--- config.mk ---
export PLATFORM = sky130hd
export DESIGN_NAME = axi_lite_arbiter_2x1_flat
export DESIGN_NICKNAME = d
export VERILOG_FILES = /design/src/rtl/axi_lite_arbiter_2x1_if.sv /design/src/rtl/axi_lite_arbiter_2x1.sv /design/src/flat_wrapper.sv
export SDC_FILE = /design/constraint.sdc
export NUM_CORES = 1
export LEC_CHECK = 0
export ABC_CLOCK_PERIOD_IN_PS = 2300
export CAP_MARGIN = 0
export CELL_PAD_IN_SITES_DETAIL_PLACEMENT = 0
export CELL_PAD_IN_SITES_GLOBAL_PLACEMENT = 2
export CORE_AREA = 3 3 176 178
export CTS_CLUSTER_SIZE = 20
export DETAILED_ROUTE_END_ITERATION = 6
export DIE_AREA = 0 0 179 181
export HOLD_SLACK_MARGIN = 0.12
export PLACE_DENSITY_LB_ADDON = 0.08
export SKIP_CTS_REPAIR_TIMING = 1
export SLEW_MARGIN = 25
export SYNTH_ARGS = -nofsm -noshare
export SYNTH_HDL_FRONTEND = slang
export SYNTH_SLANG_ARGS = --single-unit
--- constraint.sdc ---
create_clock -name aclk -period 2.3 [get_ports aclk]
set_clock_uncertainty 0.15 [all_clocks]
set_input_delay 0.46 -clock aclk [delete_from_list [all_inputs] [get_ports aclk]]
set_output_delay 0.46 -clock aclk [all_outputs]
set_load 0.01 [all_outputs]
--- src/rtl/axi_lite_arbiter_2x1_if.sv ---
// AXI-lite channel bundle shared by both sides of the arbiter.
// M modport: drives a slave (request valids, payloads, response readys).
// S modport: faces a master (request readys, response valids and payloads).
interface if_axi_lite #(
  parameter int AXILADDRLEN = 32,
  parameter int AXILDATALEN = 32
);
  logic                       awvalid;
  logic                       awready;
  logic [AXILADDRLEN-1:0]     awaddr;
  logic [2:0]                 awprot;
  logic                       wvalid;
  logic                       wready;
  logic [AXILDATALEN-1:0]     wdata;
  logic [AXILDATALEN/8-1:0]   wstrb;
  logic                       bvalid;
  logic                       bready;
  logic [1:0]                 bresp;
  logic                       arvalid;
  logic                       arready;
  logic [AXILADDRLEN-1:0]     araddr;
  logic [2:0]                 arprot;
  logic                       rvalid;
  logic                       rready;
  logic [AXILDATALEN-1:0]     rdata;
  logic [1:0]                 rresp;

  modport M (
    output awvalid, awaddr, awprot, wvalid, wdata, wstrb, bready,
           arvalid, araddr, arprot, rready,
    input  awready, wready, bvalid, bresp, arready, rvalid, rdata, rresp
  );

  modport S (
    input  awvalid, awaddr, awprot, wvalid, wdata, wstrb, bready,
           arvalid, araddr, arprot, rready,
    output awready, wready, bvalid, bresp, arready, rvalid, rdata, rresp
  );
endinterface

--- src/rtl/axi_lite_arbiter_2x1.sv ---
// Purpose: shares one AXI-lite slave (m) between two masters (s0, s1); write and
//   read paths each round-robin arbitrated with one transaction outstanding.
// Latency: request in IDLE at N -> m-side valid at N+1; one idle bubble per transaction.
// Backpressure: losing/non-granted master sees all readys/valids low and stalls.
// Ports: aclk/areset (async, active high); s0/s1 upstream (S modport);
//   m downstream (M modport); wr_grant/wr_busy, rd_grant/rd_busy status.
module axi_lite_arbiter_2x1 #(
  parameter int AXILADDRLEN = 32,
  parameter int AXILDATALEN = 32
) (
  input  logic       aclk,
  input  logic       areset,
  if_axi_lite.S      s0,
  if_axi_lite.S      s1,
  if_axi_lite.M      m,
  output logic       wr_grant,
  output logic       wr_busy,
  output logic       rd_grant,
  output logic       rd_busy
);
  localparam int STRBLEN = AXILDATALEN / 8;

  typedef enum logic [1:0] {W_IDLE, W_ADDR, W_RESP} wr_state_t;
  typedef enum logic [1:0] {R_IDLE, R_ADDR, R_DATA} rd_state_t;

  wr_state_t r_wr_state, w_wr_state_nxt;
  rd_state_t r_rd_state, w_rd_state_nxt;
  logic r_wr_grant, w_wr_grant_nxt, r_wr_last, w_wr_last_nxt;
  logic r_rd_grant, w_rd_grant_nxt, r_rd_last, w_rd_last_nxt;
  logic r_aw_done, w_aw_done_nxt, r_w_done, w_w_done_nxt;

  // Granted-master views of the request side and the handshake outputs before demux.
  logic w_g_awvalid, w_g_wvalid, w_g_bready, w_g_arvalid, w_g_rready;
  logic w_g_awready, w_g_wready, w_g_bvalid, w_g_arready, w_g_rvalid;
  logic w_m_awvalid, w_m_wvalid, w_m_bready, w_m_arvalid, w_m_rready;

  logic [AXILADDRLEN-1:0] w_awaddr, w_araddr;
  logic [AXILDATALEN-1:0] w_wdata;
  logic [STRBLEN-1:0]     w_wstrb;

  // Payload muxes follow the registered grant, which is frozen outside IDLE,
  // so m-side payloads cannot change while an m-side valid is high.
  assign w_awaddr  = r_wr_grant ? s1.awaddr : s0.awaddr;
  assign w_wdata   = r_wr_grant ? s1.wdata  : s0.wdata;
  assign w_wstrb   = r_wr_grant ? s1.wstrb  : s0.wstrb;
  assign w_araddr  = r_rd_grant ? s1.araddr : s0.araddr;

  assign m.awaddr  = w_awaddr;
  assign m.awprot  = r_wr_grant ? s1.awprot : s0.awprot;
  assign m.wdata   = w_wdata;
  assign m.wstrb   = w_wstrb;
  assign m.araddr  = w_araddr;
  assign m.arprot  = r_rd_grant ? s1.arprot : s0.arprot;

  assign w_g_awvalid = r_wr_grant ? s1.awvalid : s0.awvalid;
  assign w_g_wvalid  = r_wr_grant ? s1.wvalid  : s0.wvalid;
  assign w_g_bready  = r_wr_grant ? s1.bready  : s0.bready;
  assign w_g_arvalid = r_rd_grant ? s1.arvalid : s0.arvalid;
  assign w_g_rready  = r_rd_grant ? s1.rready  : s0.rready;

  assign m.awvalid = w_m_awvalid;
  assign m.wvalid  = w_m_wvalid;
  assign m.bready  = w_m_bready;
  assign m.arvalid = w_m_arvalid;
  assign m.rready  = w_m_rready;

  // Only the granted master ever sees a ready or a response valid.
  assign s0.awready = w_g_awready & ~r_wr_grant;
  assign s1.awready = w_g_awready &  r_wr_grant;
  assign s0.wready  = w_g_wready  & ~r_wr_grant;
  assign s1.wready  = w_g_wready  &  r_wr_grant;
  assign s0.bvalid  = w_g_bvalid  & ~r_wr_grant;
  assign s1.bvalid  = w_g_bvalid  &  r_wr_grant;
  assign s0.arready = w_g_arready & ~r_rd_grant;
  assign s1.arready = w_g_arready &  r_rd_grant;
  assign s0.rvalid  = w_g_rvalid  & ~r_rd_grant;
  assign s1.rvalid  = w_g_rvalid  &  r_rd_grant;

  assign s0.bresp = m.bresp;
  assign s1.bresp = m.bresp;
  assign s0.rdata = m.rdata;
  assign s1.rdata = m.rdata;
  assign s0.rresp = m.rresp;
  assign s1.rresp = m.rresp;

  assign wr_grant = r_wr_grant;
  assign wr_busy  = (r_wr_state != W_IDLE);
  assign rd_grant = r_rd_grant;
  assign rd_busy  = (r_rd_state != R_IDLE);

  // r_*_last holds the last served master; it resets to 1 so a tie out of
  // reset goes to s0.
  always_ff @(posedge aclk or posedge areset) begin
    if (areset) begin
      r_wr_state <= W_IDLE;
      r_wr_grant <= 1'b0;
      r_wr_last  <= 1'b1;
      r_aw_done  <= 1'b0;
      r_w_done   <= 1'b0;
      r_rd_state <= R_IDLE;
      r_rd_grant <= 1'b0;
      r_rd_last  <= 1'b1;
    end else begin
      r_wr_state <= w_wr_state_nxt;
      r_wr_grant <= w_wr_grant_nxt;
      r_wr_last  <= w_wr_last_nxt;
      r_aw_done  <= w_aw_done_nxt;
      r_w_done   <= w_w_done_nxt;
      r_rd_state <= w_rd_state_nxt;
      r_rd_grant <= w_rd_grant_nxt;
      r_rd_last  <= w_rd_last_nxt;
    end
  end

  always_comb begin
    w_wr_state_nxt = r_wr_state;
    w_wr_grant_nxt = r_wr_grant;
    w_wr_last_nxt  = r_wr_last;
    w_aw_done_nxt  = r_aw_done;
    w_w_done_nxt   = r_w_done;
    w_m_awvalid    = 1'b0;
    w_m_wvalid     = 1'b0;
    w_m_bready     = 1'b0;
    w_g_awready    = 1'b0;
    w_g_wready     = 1'b0;
    w_g_bvalid     = 1'b0;
    case (r_wr_state)
      W_IDLE: begin
        if (s0.awvalid | s1.awvalid) begin
          w_wr_grant_nxt = (s0.awvalid & s1.awvalid) ? ~r_wr_last : s1.awvalid;
          w_aw_done_nxt  = 1'b0;
          w_w_done_nxt   = 1'b0;
          w_wr_state_nxt = W_ADDR;
        end
      end
      W_ADDR: begin
        // AW and W complete independently; each is masked once it has handshaken.
        w_m_awvalid   = w_g_awvalid & ~r_aw_done;
        w_m_wvalid    = w_g_wvalid  & ~r_w_done;
        w_g_awready   = m.awready   & ~r_aw_done;
        w_g_wready    = m.wready    & ~r_w_done;
        w_aw_done_nxt = r_aw_done | (w_m_awvalid & m.awready);
        w_w_done_nxt  = r_w_done  | (w_m_wvalid  & m.wready);
        if (w_aw_done_nxt & w_w_done_nxt) w_wr_state_nxt = W_RESP;
      end
      W_RESP: begin
        w_m_bready = w_g_bready;
        w_g_bvalid = m.bvalid;
        if (m.bvalid & w_g_bready) begin
          w_wr_state_nxt = W_IDLE;
          w_wr_last_nxt  = r_wr_grant;
        end
      end
      default: w_wr_state_nxt = W_IDLE;
    endcase
  end

  always_comb begin
    w_rd_state_nxt = r_rd_state;
    w_rd_grant_nxt = r_rd_grant;
    w_rd_last_nxt  = r_rd_last;
    w_m_arvalid    = 1'b0;
    w_m_rready     = 1'b0;
    w_g_arready    = 1'b0;
    w_g_rvalid     = 1'b0;
    case (r_rd_state)
      R_IDLE: begin
        if (s0.arvalid | s1.arvalid) begin
          w_rd_grant_nxt = (s0.arvalid & s1.arvalid) ? ~r_rd_last : s1.arvalid;
          w_rd_state_nxt = R_ADDR;
        end
      end
      R_ADDR: begin
        w_m_arvalid = w_g_arvalid;
        w_g_arready = m.arready;
        if (w_g_arvalid & m.arready) w_rd_state_nxt = R_DATA;
      end
      R_DATA: begin
        w_m_rready = w_g_rready;
        w_g_rvalid = m.rvalid;
        if (m.rvalid & w_g_rready) begin
          w_rd_state_nxt = R_IDLE;
          w_rd_last_nxt  = r_rd_grant;
        end
      end
      default: w_rd_state_nxt = R_IDLE;
    endcase
  end
endmodule

--- src/flat_wrapper.sv ---
// flat-port wrapper written by rule: the top's interface ports become plain ports
module axi_lite_arbiter_2x1_flat 
#(
  parameter int AXILADDRLEN = 32,
  parameter int AXILDATALEN = 32
)
  (aclk, areset, wr_grant, wr_busy, rd_grant, rd_busy, s0_awvalid, s0_awaddr, s0_awprot, s0_wvalid, s0_wdata, s0_wstrb, s0_bready, s0_arvalid, s0_araddr, s0_arprot, s0_rready, s0_awready, s0_wready, s0_bvalid, s0_bresp, s0_arready, s0_rvalid, s0_rdata, s0_rresp, s1_awvalid, s1_awaddr, s1_awprot, s1_wvalid, s1_wdata, s1_wstrb, s1_bready, s1_arvalid, s1_araddr, s1_arprot, s1_rready, s1_awready, s1_wready, s1_bvalid, s1_bresp, s1_arready, s1_rvalid, s1_rdata, s1_rresp, m_awvalid, m_awaddr, m_awprot, m_wvalid, m_wdata, m_wstrb, m_bready, m_arvalid, m_araddr, m_arprot, m_rready, m_awready, m_wready, m_bvalid, m_bresp, m_arready, m_rvalid, m_rdata, m_rresp);
  if_axi_lite #(.AXILADDRLEN(AXILADDRLEN), .AXILDATALEN(AXILDATALEN)) s0_i ();
  if_axi_lite #(.AXILADDRLEN(AXILADDRLEN), .AXILDATALEN(AXILDATALEN)) s1_i ();
  if_axi_lite #(.AXILADDRLEN(AXILADDRLEN), .AXILDATALEN(AXILDATALEN)) m_i ();
  input  logic aclk;
  input  logic areset;
  output logic wr_grant;
  output logic wr_busy;
  output logic rd_grant;
  output logic rd_busy;
  input wire logic [$bits(s0_i.awvalid)-1:0] s0_awvalid;
  input wire logic [$bits(s0_i.awaddr)-1:0] s0_awaddr;
  input wire logic [$bits(s0_i.awprot)-1:0] s0_awprot;
  input wire logic [$bits(s0_i.wvalid)-1:0] s0_wvalid;
  input wire logic [$bits(s0_i.wdata)-1:0] s0_wdata;
  input wire logic [$bits(s0_i.wstrb)-1:0] s0_wstrb;
  input wire logic [$bits(s0_i.bready)-1:0] s0_bready;
  input wire logic [$bits(s0_i.arvalid)-1:0] s0_arvalid;
  input wire logic [$bits(s0_i.araddr)-1:0] s0_araddr;
  input wire logic [$bits(s0_i.arprot)-1:0] s0_arprot;
  input wire logic [$bits(s0_i.rready)-1:0] s0_rready;
  output wire logic [$bits(s0_i.awready)-1:0] s0_awready;
  output wire logic [$bits(s0_i.wready)-1:0] s0_wready;
  output wire logic [$bits(s0_i.bvalid)-1:0] s0_bvalid;
  output wire logic [$bits(s0_i.bresp)-1:0] s0_bresp;
  output wire logic [$bits(s0_i.arready)-1:0] s0_arready;
  output wire logic [$bits(s0_i.rvalid)-1:0] s0_rvalid;
  output wire logic [$bits(s0_i.rdata)-1:0] s0_rdata;
  output wire logic [$bits(s0_i.rresp)-1:0] s0_rresp;
  input wire logic [$bits(s1_i.awvalid)-1:0] s1_awvalid;
  input wire logic [$bits(s1_i.awaddr)-1:0] s1_awaddr;
  input wire logic [$bits(s1_i.awprot)-1:0] s1_awprot;
  input wire logic [$bits(s1_i.wvalid)-1:0] s1_wvalid;
  input wire logic [$bits(s1_i.wdata)-1:0] s1_wdata;
  input wire logic [$bits(s1_i.wstrb)-1:0] s1_wstrb;
  input wire logic [$bits(s1_i.bready)-1:0] s1_bready;
  input wire logic [$bits(s1_i.arvalid)-1:0] s1_arvalid;
  input wire logic [$bits(s1_i.araddr)-1:0] s1_araddr;
  input wire logic [$bits(s1_i.arprot)-1:0] s1_arprot;
  input wire logic [$bits(s1_i.rready)-1:0] s1_rready;
  output wire logic [$bits(s1_i.awready)-1:0] s1_awready;
  output wire logic [$bits(s1_i.wready)-1:0] s1_wready;
  output wire logic [$bits(s1_i.bvalid)-1:0] s1_bvalid;
  output wire logic [$bits(s1_i.bresp)-1:0] s1_bresp;
  output wire logic [$bits(s1_i.arready)-1:0] s1_arready;
  output wire logic [$bits(s1_i.rvalid)-1:0] s1_rvalid;
  output wire logic [$bits(s1_i.rdata)-1:0] s1_rdata;
  output wire logic [$bits(s1_i.rresp)-1:0] s1_rresp;
  output wire logic [$bits(m_i.awvalid)-1:0] m_awvalid;
  output wire logic [$bits(m_i.awaddr)-1:0] m_awaddr;
  output wire logic [$bits(m_i.awprot)-1:0] m_awprot;
  output wire logic [$bits(m_i.wvalid)-1:0] m_wvalid;
  output wire logic [$bits(m_i.wdata)-1:0] m_wdata;
  output wire logic [$bits(m_i.wstrb)-1:0] m_wstrb;
  output wire logic [$bits(m_i.bready)-1:0] m_bready;
  output wire logic [$bits(m_i.arvalid)-1:0] m_arvalid;
  output wire logic [$bits(m_i.araddr)-1:0] m_araddr;
  output wire logic [$bits(m_i.arprot)-1:0] m_arprot;
  output wire logic [$bits(m_i.rready)-1:0] m_rready;
  input wire logic [$bits(m_i.awready)-1:0] m_awready;
  input wire logic [$bits(m_i.wready)-1:0] m_wready;
  input wire logic [$bits(m_i.bvalid)-1:0] m_bvalid;
  input wire logic [$bits(m_i.bresp)-1:0] m_bresp;
  input wire logic [$bits(m_i.arready)-1:0] m_arready;
  input wire logic [$bits(m_i.rvalid)-1:0] m_rvalid;
  input wire logic [$bits(m_i.rdata)-1:0] m_rdata;
  input wire logic [$bits(m_i.rresp)-1:0] m_rresp;
  assign s0_i.awvalid = s0_awvalid;
  assign s0_i.awaddr = s0_awaddr;
  assign s0_i.awprot = s0_awprot;
  assign s0_i.wvalid = s0_wvalid;
  assign s0_i.wdata = s0_wdata;
  assign s0_i.wstrb = s0_wstrb;
  assign s0_i.bready = s0_bready;
  assign s0_i.arvalid = s0_arvalid;
  assign s0_i.araddr = s0_araddr;
  assign s0_i.arprot = s0_arprot;
  assign s0_i.rready = s0_rready;
  assign s0_awready = s0_i.awready;
  assign s0_wready = s0_i.wready;
  assign s0_bvalid = s0_i.bvalid;
  assign s0_bresp = s0_i.bresp;
  assign s0_arready = s0_i.arready;
  assign s0_rvalid = s0_i.rvalid;
  assign s0_rdata = s0_i.rdata;
  assign s0_rresp = s0_i.rresp;
  assign s1_i.awvalid = s1_awvalid;
  assign s1_i.awaddr = s1_awaddr;
  assign s1_i.awprot = s1_awprot;
  assign s1_i.wvalid = s1_wvalid;
  assign s1_i.wdata = s1_wdata;
  assign s1_i.wstrb = s1_wstrb;
  assign s1_i.bready = s1_bready;
  assign s1_i.arvalid = s1_arvalid;
  assign s1_i.araddr = s1_araddr;
  assign s1_i.arprot = s1_arprot;
  assign s1_i.rready = s1_rready;
  assign s1_awready = s1_i.awready;
  assign s1_wready = s1_i.wready;
  assign s1_bvalid = s1_i.bvalid;
  assign s1_bresp = s1_i.bresp;
  assign s1_arready = s1_i.arready;
  assign s1_rvalid = s1_i.rvalid;
  assign s1_rdata = s1_i.rdata;
  assign s1_rresp = s1_i.rresp;
  assign m_awvalid = m_i.awvalid;
  assign m_awaddr = m_i.awaddr;
  assign m_awprot = m_i.awprot;
  assign m_wvalid = m_i.wvalid;
  assign m_wdata = m_i.wdata;
  assign m_wstrb = m_i.wstrb;
  assign m_bready = m_i.bready;
  assign m_arvalid = m_i.arvalid;
  assign m_araddr = m_i.araddr;
  assign m_arprot = m_i.arprot;
  assign m_rready = m_i.rready;
  assign m_i.awready = m_awready;
  assign m_i.wready = m_wready;
  assign m_i.bvalid = m_bvalid;
  assign m_i.bresp = m_bresp;
  assign m_i.arready = m_arready;
  assign m_i.rvalid = m_rvalid;
  assign m_i.rdata = m_rdata;
  assign m_i.rresp = m_rresp;
  axi_lite_arbiter_2x1 #(.AXILADDRLEN(AXILADDRLEN), .AXILDATALEN(AXILDATALEN)) u_core (.aclk(aclk), .areset(areset), .s0(s0_i), .s1(s1_i), .m(m_i), .wr_grant(wr_grant), .wr_busy(wr_busy), .rd_grant(rd_grant), .rd_busy(rd_busy));
endmodule
### Word-level counts from Yosys, hierarchy flattened

Index checks and enable logic that the tools add are counted.

* register bits: 10
* input port bits: 265
* output and inout port bits: 197
* logic and storage cells: 96

* eq/ne operators: 10
* mux-type cells: 34
* bitwise logic cells: 32
* reduce and logical (&&, ||, !) cells: 12

Operators by type and width (number)
* two-way mux 32 bit: 3
* AND 1 bit: 22
* two-way mux 1 bit: 18
* two-way mux 2 bit: 6
* inequality test 2 x 1 -> 1 bit, second input constant: 6
* case mux 2 bit (3 select lines): 2
* AND reduction 2 bit: 5
* two-way mux 3 bit: 2
* inverter 1 bit: 6
* AND reduction 3 bit: 2
* nonzero test 2 bit: 3
* == test 2 x 1 -> 1 bit, second input constant: 2
* == test 2 bit, second input constant: 2
* zero test 2 bit: 2
* two-way mux 4 bit: 1
* bitwise OR 1 bit: 4
* case mux 1 bit (2 select lines): 2

### Longest topological paths before layout

Gate-level depths: netlist of the first run.

* depth after elaboration: 7
* mapped depth: 5
* depth with buffers taken out: 3

### Worst setup path after synthesis of the first run

OpenSTA, ideal clock, no wires.

* kind: register -> output
* start: register u_core.r_wr_grant (netlist: u_core.wr_grant)
* end: output s0_wready
* arrival time: 1.202 ns
* required time: 1.690 ns
* setup slack: 0.488 ns
* cell stages (with the launch flop): 4
* path buffers: 2
* path through: dfrtp_1 buf_6 buf_2 nor4b_1

* longest elaborated chain between the ends: 2

Ends and longest elaborated chain
* start, declared: RTL line axi_lite_arbiter_2x1.sv:28 `logic r_wr_grant, w_wr_grant_nxt, r_wr_last, w_wr_last_nxt;`
* start signal, assigned: RTL line axi_lite_arbiter_2x1.sv:105 `r_wr_grant <= w_wr_grant_nxt;`
* inverter 1 bit: RTL line axi_lite_arbiter_2x1.sv:70 `assign s0.wready = w_g_wready & ~r_wr_grant;`
* AND 1 bit: RTL line axi_lite_arbiter_2x1.sv:70
* end, declared: RTL line flat_wrapper.sv:29 `output wire logic [$bits(s0_i.wready)-1:0] s0_wready;`

No other way between the ends.

### Worst setup path in the final report of the first run

* start: register u_core.r_wr_grant (netlist: u_core.wr_grant)
* end: output m_wdata[30]

* longest elaborated chain between the ends: 1

Ends and longest elaborated chain
* two-way mux 32 bit: RTL line axi_lite_arbiter_2x1.sv:44 `assign w_wdata = r_wr_grant ? s1.wdata : s0.wdata;`
* end, declared: RTL line flat_wrapper.sv:59 `output wire logic [$bits(m_i.wdata)-1:0] m_wdata;`

No other way between the ends.

==> results of run 1 <==
[logic make-up (layout without fill, tap and decap cells)]
family                 count (synthesis)  in the layout  synth area share
multiplexers                         111            111            0.5066
buffers and inverters                 91            421            0.2578
AND/OR/NAND/NOR                       35             35           0.08291
AO/OA/AOI/OAI                         20             20           0.05056
flip-flops                            10             10            0.1021
other                                  0              1                 0
[cell usage after synthesis, drive strengths merged]
master    n  area (sq um)
inv       5         18.77
a21oi     9         52.55
a22o      1         8.760
a31oi     4         25.02
dfstp     2         52.55
o31ai     1         7.510
nor4b     2         17.52
o31a      1         8.760
o21ai     3         15.01
and2      2         12.51
mux2    108          1224
dfrtp     8         200.2
nor2b     6         37.54
buf      86         619.3
a211oi    1         7.510
nand4b    2         17.52
nand2b    5         31.28
and3      5         31.28
mux2i     3         30.03
nor3      1         5.000
nor3b     2         15.01
nand2     1         3.750
nor2      9         33.78
[power by group]
| part | switching, mW | internal, mW |
|---|---|---|
| clock | 0.0845 | 0.262 |
| combinational | 1.68 | 2.83 |
| sequential | 0.124 | 0.256 |
| total | 1.89 | 3.35 |
[routing by layer]
layer | share of wire | up-vias | routed length [um] | track usage
met5 | 0 | - | 0 | 0
met4 | 0.0075 | 0 | 126 | 0.01122
met3 | 0.16 | 14 | 2632 | 0.05380
met2 | 0.54 | 258 | 9026 | 0.1701
met1 | 0.30 | 1504 | 5025 | 0.07544
li1 | - | 1529 | - | -
[area by class of cell]
type | count | area [sq um] | share of cell area
Tap cell | 390 | 488.0 | 0.07122
Antenna cell | 1 | 2.502 | 0.0003652
Inverter | 5 | 18.77 | 0.002739
Sequential cell | 10 | 259.0 | 0.03780
Clock buffer | 4 | 88.84 | 0.01297
Multi-Input combinational cell | 166 | 1615 | 0.2358
Timing Repair Buffer | 412 | 4379 | 0.6392
[worst max-delay path: cells and delay by family (launching register included)]
family / cells / cell delay [ps]
mux: 1 / 250
buf+inv: 5 / 700
flops: 1 / 540
[path summary, 6_finish.rpt]
kind	start	to	slack, ps	cells after the start
max	u_core.wr_grant	m_wdata[30]	-50	6
max reg2reg	u_core.wr_grant	u_core.r_wr_state[1]	300	8
min reg2reg	u_core.r_wr_last	u_core.r_wr_last	400	2
min in group asynchronous	areset	u_core.wr_grant	410	2
max in group asynchronous	areset	u_core.wr_grant	1200	2
min	u_core.r_wr_last	u_core.r_wr_last	400	2
[registers in the layout (all words and copies together) (netlist names)]
signal             count
u_core.r_rd_last       1
u_core.r_rd_state      2
u_core.r_w_done        1
u_core.r_wr_state      2
u_core.r_aw_done       1
u_core.rd_grant        1
u_core.r_wr_last       1
u_core.wr_grant        1
[stage by stage]
| stage | setup TNS, ps | util | power [mW] | area, sq um | worst slack (ps) |
|---|---|---|---|---|---|
| 3_3_place_gp | -892.7 | 0.2072 | 4.518 | 6126 | -172.1 |
| 2_1_floorplan | 0 | - | 2.251 | 2475 | 488.5 |
| 3_5_place_dp | -1182 | 0.2072 | 4.460 | 6126 | -196.9 |
| 5_1_grt | -488.5 | 0.2318 | 5.610 | 6852 | -115.0 |
| 4_1_cts | -14340 | 0.2102 | 4.844 | 6215 | -274.8 |
| 6_report | -146.0 | 0.2318 | 5.234 | 6852 | -50.86 |
==> run_results.csv, run 1 <==
group,metric,value,unit
logic_synthesis,ys_ff_latch,10,
logic_synthesis,yosys_warnings,0,
cells_and_area,area_growth,176.8,%
clock_tree,clockRootBuffer,"clkbuf_16",
cells_and_area,mostFrequentLayoutCells,"clkdlybuf4s50_1, dlymetal6s2s_1, mux2_2, buf_4, clkbuf_2",
pwr,power_density,763.9,nW/um^2
critical_path,crit_fanout,6,
floorplan,rows,63,
logic_synthesis,syn-num-nets,532,
run_status,violations,"negative setup slack",
timing,setup_viol,3,
critical_path,cp_slowest_cell,"dfrtp_4",
critical_path,crit_path_max_incr_delay,540,ps
timing,drv_slew,0,
critical_path,crit_chain,"buf_6 -> clkbuf_16 -> buf_4 -> buf_4 -> mux2_2 -> clkbuf_2",
critical_path,required,1690,ps
clock_tree,clock_path_buffers,2,
detailed_routing,ant_nets,0,
place,place_hpwl,14130,um
detailed_routing,drtPass1Iterations,4,
timing,whs,395.2,ps
critical_path,cp_common_cell,"buf_4",
critical_path,arrival,1740,ps
clock_tree,cts_tree,"done",
run_status,outcome,"finished with violations",
floorplan,die_area,32400,sq um
logic_synthesis,yosysSeqAreaShare,0.1021,
timing,finalHoldViolCount,0,
clock_tree,clkLatencyLatePin,240,ps
global_routing,grtUsageTotal,0.08688,
global_routing,grt_max_degree,35,
timing,rsz0062_at_grt,"true",
global_routing,grt_pass1_vias,3366,
cells_and_area,final_cells,988,
floorplan,die_w,179,um
clock_tree,clkSlewWorstSetupHoldPaths,50,ps
clock_tree,cts_buffers,3,
logic_synthesis,yosysUniqueCellTypes,27,
detailed_routing,drc_errors,0,
timing,setup_ws,-50.86,ps
global_routing,grt-ovfl-total,0,
place,routabilityCongestion,0.7250,
timing,layout_min_cycle_time,2351,ps
flow_run,cap_violations,0,
critical_path,critPathLaunchType,"flop",
detailed_routing,routed_wirelength,16810,um
detailed_routing,avgRoutedWirePerCell,17.02,um
critical_path,worst-setup-path-type,"reg2out",
pwr,leakage,3.609,nW
cells_and_area,drive_above_1_share,0.3283,
logic_synthesis,syn_avg_cell_area,9.269,sq um
worst_hold_path,hp-class,"reg2reg",
detailed_routing,vias_per_cell,3.345,
place,portBuffers,353,
detailed_routing,num_vias,3305,
global_routing,antenna_found_initial,1,
clock_tree,ctsHtreeMaxLevel,1,
logic_synthesis,synth.cell_area,2475,sq um
floorplan,initial_utilization,0.08372,
critical_path,endpoint_kind,"primary output",
timing,max_freq,0.4254,GHz
timing,tightestPinTransition,515.2,ps
floorplan,die_y,181,um
cells_and_area,fill_cells,3243,
floorplan,core_region_area,29560,sq um
floorplan,io-pin-count,462,
detailed_routing,drt_iter0_markers,23,
pwr,peakVddDrop,0.0002985,V
clock_tree,cts_sinks,10,
global_routing,grt_pass1_wl,21250,um
logic_synthesis,synth_cells,267,
timing,fin_crit_sh,1.022,
place,dpl.cell_count,950,
timing,relSlewSlack,0.6562,
cells_and_area,nets,863,
cells_and_area,layout_commonest_cell,"clkdlybuf4s50_1",
(Power assumes the default switching activity.)
==> inputs of run 2 (changes only) <==
- ABC_CLOCK_PERIOD_IN_PS: 2300 -> 3100
- clock period: 2.3 -> 3.1 ns (I/O delays scaled with it)
==> run 2 against run 1 <==
Effect of this change:
- the run now ends clean
- sequential share of layout area rose by 0.46 points
- core utilization down 2.7 points
- final area down 12%
- routed wire length down 6.7%
- flip-flop and latch count unchanged
- global-route usage barely moved
==> run_results.csv, run 2 (synthesis results as in run 1) <==
group,metric,value,unit
run_status,outcome,"finished clean",
clock_tree,ctsHtreeMaxLevel,1,
critical_path,reg2reg_depth,4,
timing,finalHoldViolCount,0,
global_routing,grt_pass1_vias,3359,
clock_tree,clock_path_buffers,2,
critical_path,critPathLaunchType,"flop",
clock_tree,clkSlewWorstSetupHoldPaths,50,ps
flow_run,cap_violations,0,
timing,whs,387.6,ps
critical_path,endpoint_kind,"primary output",
place,place_hpwl,13860,um
critical_path,crit_path_max_incr_delay,670,ps
timing,rsz0062_at_grt,"false",
place,dpl.cell_count,929,
detailed_routing,drt_iter0_markers,40,
timing,drv_slew,0,
timing,layout_min_cycle_time,2875,ps
floorplan,initial_utilization,0.08372,
global_routing,grt_max_degree,45,
detailed_routing,routed_wirelength,15680,um
critical_path,r2r-end,"u_core.r_wr_state[1]",
cells_and_area,diodes,0,
floorplan,rows,63,
clock_tree,clkLatencyLatePin,240,ps
cells_and_area,layout_commonest_cell,"clkdlybuf4s50_1",
global_routing,grt_use_met2,0.1711,
timing,fin_crit_sh,0.9273,
pwr,power_density,561.8,nW/um^2
global_routing,grt_use_met1,0.07670,
global_routing,antenna_found_initial,0,
cells_and_area,final_cells,933,
critical_path,cp_slowest_cell,"dfrtp_4",
detailed_routing,num_vias,3097,
global_routing,gr-max-usage-layer,"met2",
worst_hold_path,hp-class,"reg2reg",
clock_tree,cts_tree,"done",
critical_path,required,2330,ps
place,routabilityCongestion,0.7347,
cells_and_area,fin_util,0.2045,
floorplan,die_w,179,um
clock_tree,cts_buffers,3,
floorplan,core_region_area,29560,sq um
cells_and_area,largestRegisters,"u_core.r_rd_state: 2 flops, u_core.r_wr_state: 2 flops",
critical_path,crit_chain,"buf_12 -> mux2_2 -> clkdlybuf4s50_1",
floorplan,io-pin-count,462,
detailed_routing,drtPass1Iterations,4,
critical_path,path_delay_family,"buffers and inverters",
worst_hold_path,holdPathEnd,"u_core.r_rd_last",
floorplan,die_area,32400,sq um
detailed_routing,avgRoutedWirePerCell,16.81,um
cells_and_area,drive_above_1_share,0.2247,
critical_path,crit_fanout,35,
pwr,leakage,2.177,nW
place,portBuffers,353,
critical_path,arrival,2100,ps
worst_hold_path,hold_path_startpoint,"u_core.r_rd_last",
timing,max_freq,0.3479,GHz
timing,setup_viol,0,
global_routing,grt_pass1_wl,21250,um
timing,tightestPinTransition,530.6,ps
critical_path,worst-path-buf-inv,2,
clock_tree,cts_sinks,10,
timing,relSlewSlack,0.6458,
detailed_routing,ant_nets,0,
detailed_routing,drc_errors,0,
global_routing,met3_usage,0.05401,
floorplan,die_y,181,um
clock_tree,clockRootBuffer,"clkbuf_16",
critical_path,r2r-start,"u_core.wr_grant",
detailed_routing,vias_per_cell,3.319,
global_routing,grt-ovfl-total,0,
global_routing,grtUsageTotal,0.08723,
worst_hold_path,min_path_cells,2,
cells_and_area,nets,809,
critical_path,worst-setup-path-type,"reg2out",
cells_and_area,mostFrequentLayoutCells,"clkdlybuf4s50_1, mux2_2, nor2_1, a21oi_1, dfrtp_1",
critical_path,r2r_slack,1260,ps
pwr,peakVddDrop,0.0002252,V
cells_and_area,area_growth,144.2,%
timing,setup_tns,0,ps
run 2: changes by cell type in the layout (fill, tap and decap cells not counted), moves of 4 or more:
cell | previous run | this run
clkdlybuf4s50_1 | 230 | 353
dlymetal6s2s_1 | 111 | 0
buf_4 | 43 | 2
clkbuf_2 | 9 | 0
buf_6 | 4 | 0
clkbuf_16 | 7 | 3
run 2: final cells by class:
class                           count  area (sq um)
Timing Repair Buffer              358          3608
Inverter                            5         18.77
Sequential cell                    10         256.5
Clock buffer                        4         88.84
Tap cell                          390         488.0
Fill cell                        3244         23520
Multi-Input combinational cell    166          1584
run 2: worst max path at each step:
stage	slack (ps)	to	start	cells after the start
2_1_floorplan	1130	s0_wready	u_core.wr_grant	3
3_3_place_gp	280	m_awvalid	s1_awvalid	4
3_5_place_dp	260	s0_awready	m_awready	3
4_1_cts	160	m_wdata[14]	u_core.wr_grant	3
5_1_grt	130	m_wdata[22]	u_core.wr_grant	3
6_report	230	m_wdata[14]	u_core.wr_grant	3
run 2: per-stage QoR:
stage,worst slack (ps),power [mW],cell area [sq um]
3_5_place_dp,261.1,3.190,5956
3_3_place_gp,276.7,3.246,5956
6_report,225.3,3.396,6045
2_1_floorplan,1128,1.670,2475
5_1_grt,126.0,3.637,6045
4_1_cts,160.2,3.483,6045
run 2: worst min-delay path: cells and delay by family (launching register included):
kind	cells	cell delay (ps)
AO/OA/AOI/OAI	1	110
AND/OR/NAND/NOR	1	50
flip-flops	1	370
run 2: per-layer routing:
| layer | vias to the layer above | share of wire |
|---|---|---|
| li1 | 1423 | - |
| met1 | 1403 | 0.31 |
| met2 | 259 | 0.52 |
| met3 | 12 | 0.16 |
| met4 | 0 | 0.0038 |
| met5 | - | 0 |
run 2: power by group:
| part | switching, mW | internal (mW) |
|---|---|---|
| logic | 1.08 | 1.75 |
| registers | 0.120 | 0.187 |
| clock network | 0.0663 | 0.195 |
| total | 1.26 | 2.13 |
==> inputs of run 3 (changes only) <==
- SETUP_SLACK_MARGIN: default -> 0.4
==> run 3 against run 2 <==
Effect of this change:
- via count increased by 0.68%
- combinational power increased by 6%
- count of clock-buffer cells in the layout unchanged
- flip-flop and latch count unchanged
- sequential power decreased by 14%
- final area increased by 2.2%
- non-clock buffer count increased by 6
- core utilization increased by 0.44 points
- setup slack improved by 190 ps
- final cell count increased by 0.64%
- critical path type unchanged
- largest cell class unchanged
- largest power group unchanged
- highest routed layer unchanged
==> run_results.csv, run 3 (synthesis results as in run 1) <==
group,metric,value,unit
run_status,outcome,"finished clean",
detailed_routing,vias_per_cell,3.321,
worst_hold_path,holdPathEnd,"u_core.r_rd_last",
clock_tree,clkSlewWorstSetupHoldPaths,50,ps
cells_and_area,fill_cells,3237,
global_routing,grt_pass1_wl,21250,um
global_routing,grt-ovfl-total,0,
cells_and_area,regArea,256.5,sq um
critical_path,reg2reg_depth,5,
global_routing,grt_max_degree,45,
cells_and_area,area_growth,149.5,%
timing,setup_viol,0,
critical_path,arrival,1910,ps
clock_tree,cts_tree,"done",
global_routing,grt_pass1_vias,3359,
timing,fin_crit_sh,0.8651,
cells_and_area,finish.instance_area,6176,sq um
detailed_routing,num_vias,3118,
critical_path,critPathLaunchType,"flop",
pwr,leakage,2.382,nW
cells_and_area,layout_commonest_cell,"clkdlybuf4s50_1",
clock_tree,clock_path_buffers,2,
floorplan,io-pin-count,462,
floorplan,die_area,32400,sq um
timing,finalHoldViolCount,0,
detailed_routing,ant_nets,0,
critical_path,r2r-start,"u_core.wr_grant",
timing,setup_tns,0,ps
global_routing,antenna_found_initial,0,
pwr,comb_power_share,0.851,
detailed_routing,drc_errors,0,
pwr,p_switching,1.307,mW
cells_and_area,multi_input_area,1604,sq um
place,portBuffers,353,
pwr,power_frac_seq,0.075,
critical_path,r2r-end,"u_core.r_wr_state[1]",
worst_hold_path,hold_path_startpoint,"u_core.r_rd_last",
clock_tree,cts_buffers,3,
floorplan,core_region_area,29560,sq um
floorplan,die_w,179,um
timing,drv_slew,0,
timing,rsz0062_at_grt,"true",
cells_and_area,mostFrequentLayoutCells,"clkdlybuf4s50_1, mux2_2, dlymetal6s2s_1, nor2_1",
detailed_routing,avgRoutedWirePerCell,17.07,um
timing,max_freq,0.3729,GHz
worst_hold_path,hp-class,"reg2reg",
clock_tree,cts_sinks,10,
flow_run,cap_violations,0,
place,place_hpwl,13860,um
pwr,finalPower,3.536,mW
clock_tree,ctsHtreeMaxLevel,1,
cells_and_area,nets,815,
pwr,p_int,2.229,mW
place,place_area,5956,sq um
cells_and_area,diodes,0,
detailed_routing,drtPass1Iterations,4,
pwr,peakVddDrop,0.0002275,V
cells_and_area,largestRegisters,"u_core.r_rd_state: 2 flops, u_core.r_wr_state: 2 flops",
pwr,swShare,0.3696,
timing,layout_min_cycle_time,2682,ps
timing,whs,387.8,ps
clock_tree,clkLatencyLatePin,240,ps
detailed_routing,routed_wirelength,16030,um
cells_and_area,drive_above_1_share,0.2404,
critical_path,required,2330,ps
critical_path,worst-setup-path-type,"reg2out",
detailed_routing,drt_iter0_markers,30,
critical_path,r2r_slack,1320,ps
pwr,power_density,572.5,nW/um^2
timing,tightestPinTransition,531.0,ps
worst_hold_path,min_path_cells,2,
place,routabilityCongestion,0.7347,
pwr,power_frac_clock,0.074,
floorplan,rows,63,
clock_tree,clockRootBuffer,"clkbuf_16",
timing,relSlewSlack,0.6456,
critical_path,endpoint_kind,"primary output",
floorplan,die_y,181,um
floorplan,initial_utilization,0.08372,
global_routing,grtUsageTotal,0.08723,
critical_path,crit_fanout,8,
==> run 3: cell types whose count changed in the layout (fill, tap and decap cells not counted), sizes merged <==
cell,before,now
clkdlybuf4s50,353,343
clkbuf,4,5
dlymetal6s2s,0,10
buf,5,10
==> run 3: worst max-delay path: stages, from the launching register on <==
cell and delay, ps:
dfrtp_4 540, buf_4 200, mux2_4 310, and2_1 140, clkdlybuf4s50_1 470
==> run 3: through the flow <==
stage | worst slack (ps) | cells | utilization
detailed placement | 261.1 | 929 | 0.2015
finish | 418.1 | 939 | 0.2089
global route | 353.1 | 939 | 0.2089
floorplan | 1128 | 267 | -
CTS | 160.2 | 933 | 0.2045
global placement | 276.7 | 929 | 0.2015
==> run 3: how the worst max path moves through the flow <==
stage,slack [ps],cells after the start,start,end
after CTS,160,3,u_core.wr_grant,m_wdata[14]
after global routing,350,4,u_core.wr_grant,m_wdata[22]
after floorplan,1130,3,u_core.wr_grant,s0_wready
after detailed placement,260,3,m_awready,s0_awready
after global placement,280,4,s1_awvalid,m_awvalid
final,420,4,u_core.wr_grant,m_wvalid
==> run 3: area by class of cell <==
| cell class | count | area share |
|---|---|---|
| well taps | 390 | 0.07901 |
| clock buffers | 4 | 0.01438 |
| repair buffers | 364 | 0.6023 |
| inverters | 5 | 0.003039 |
| multi-input cells | 166 | 0.2597 |
| flip-flops and latches | 10 | 0.04153 |
==> run 3: power groups by stage <==
stage	Combinational, mW	Clock [mW]	Sequential [mW]
6_report	3.01	0.263	0.264
3_5_place_dp	2.87	0	0.315
2_1_floorplan	1.44	0	0.231
5_1_grt	3.23	0.281	0.276
3_3_place_gp	2.93	0	0.319
4_1_cts	2.90	0.271	0.315
==> run 3: per-layer routing <==
metal	track usage	routed length [um]
met3	0.05401	2597
met2	0.1711	8461
met4	0.008105	59
met5	0	0
met1	0.07670	4913
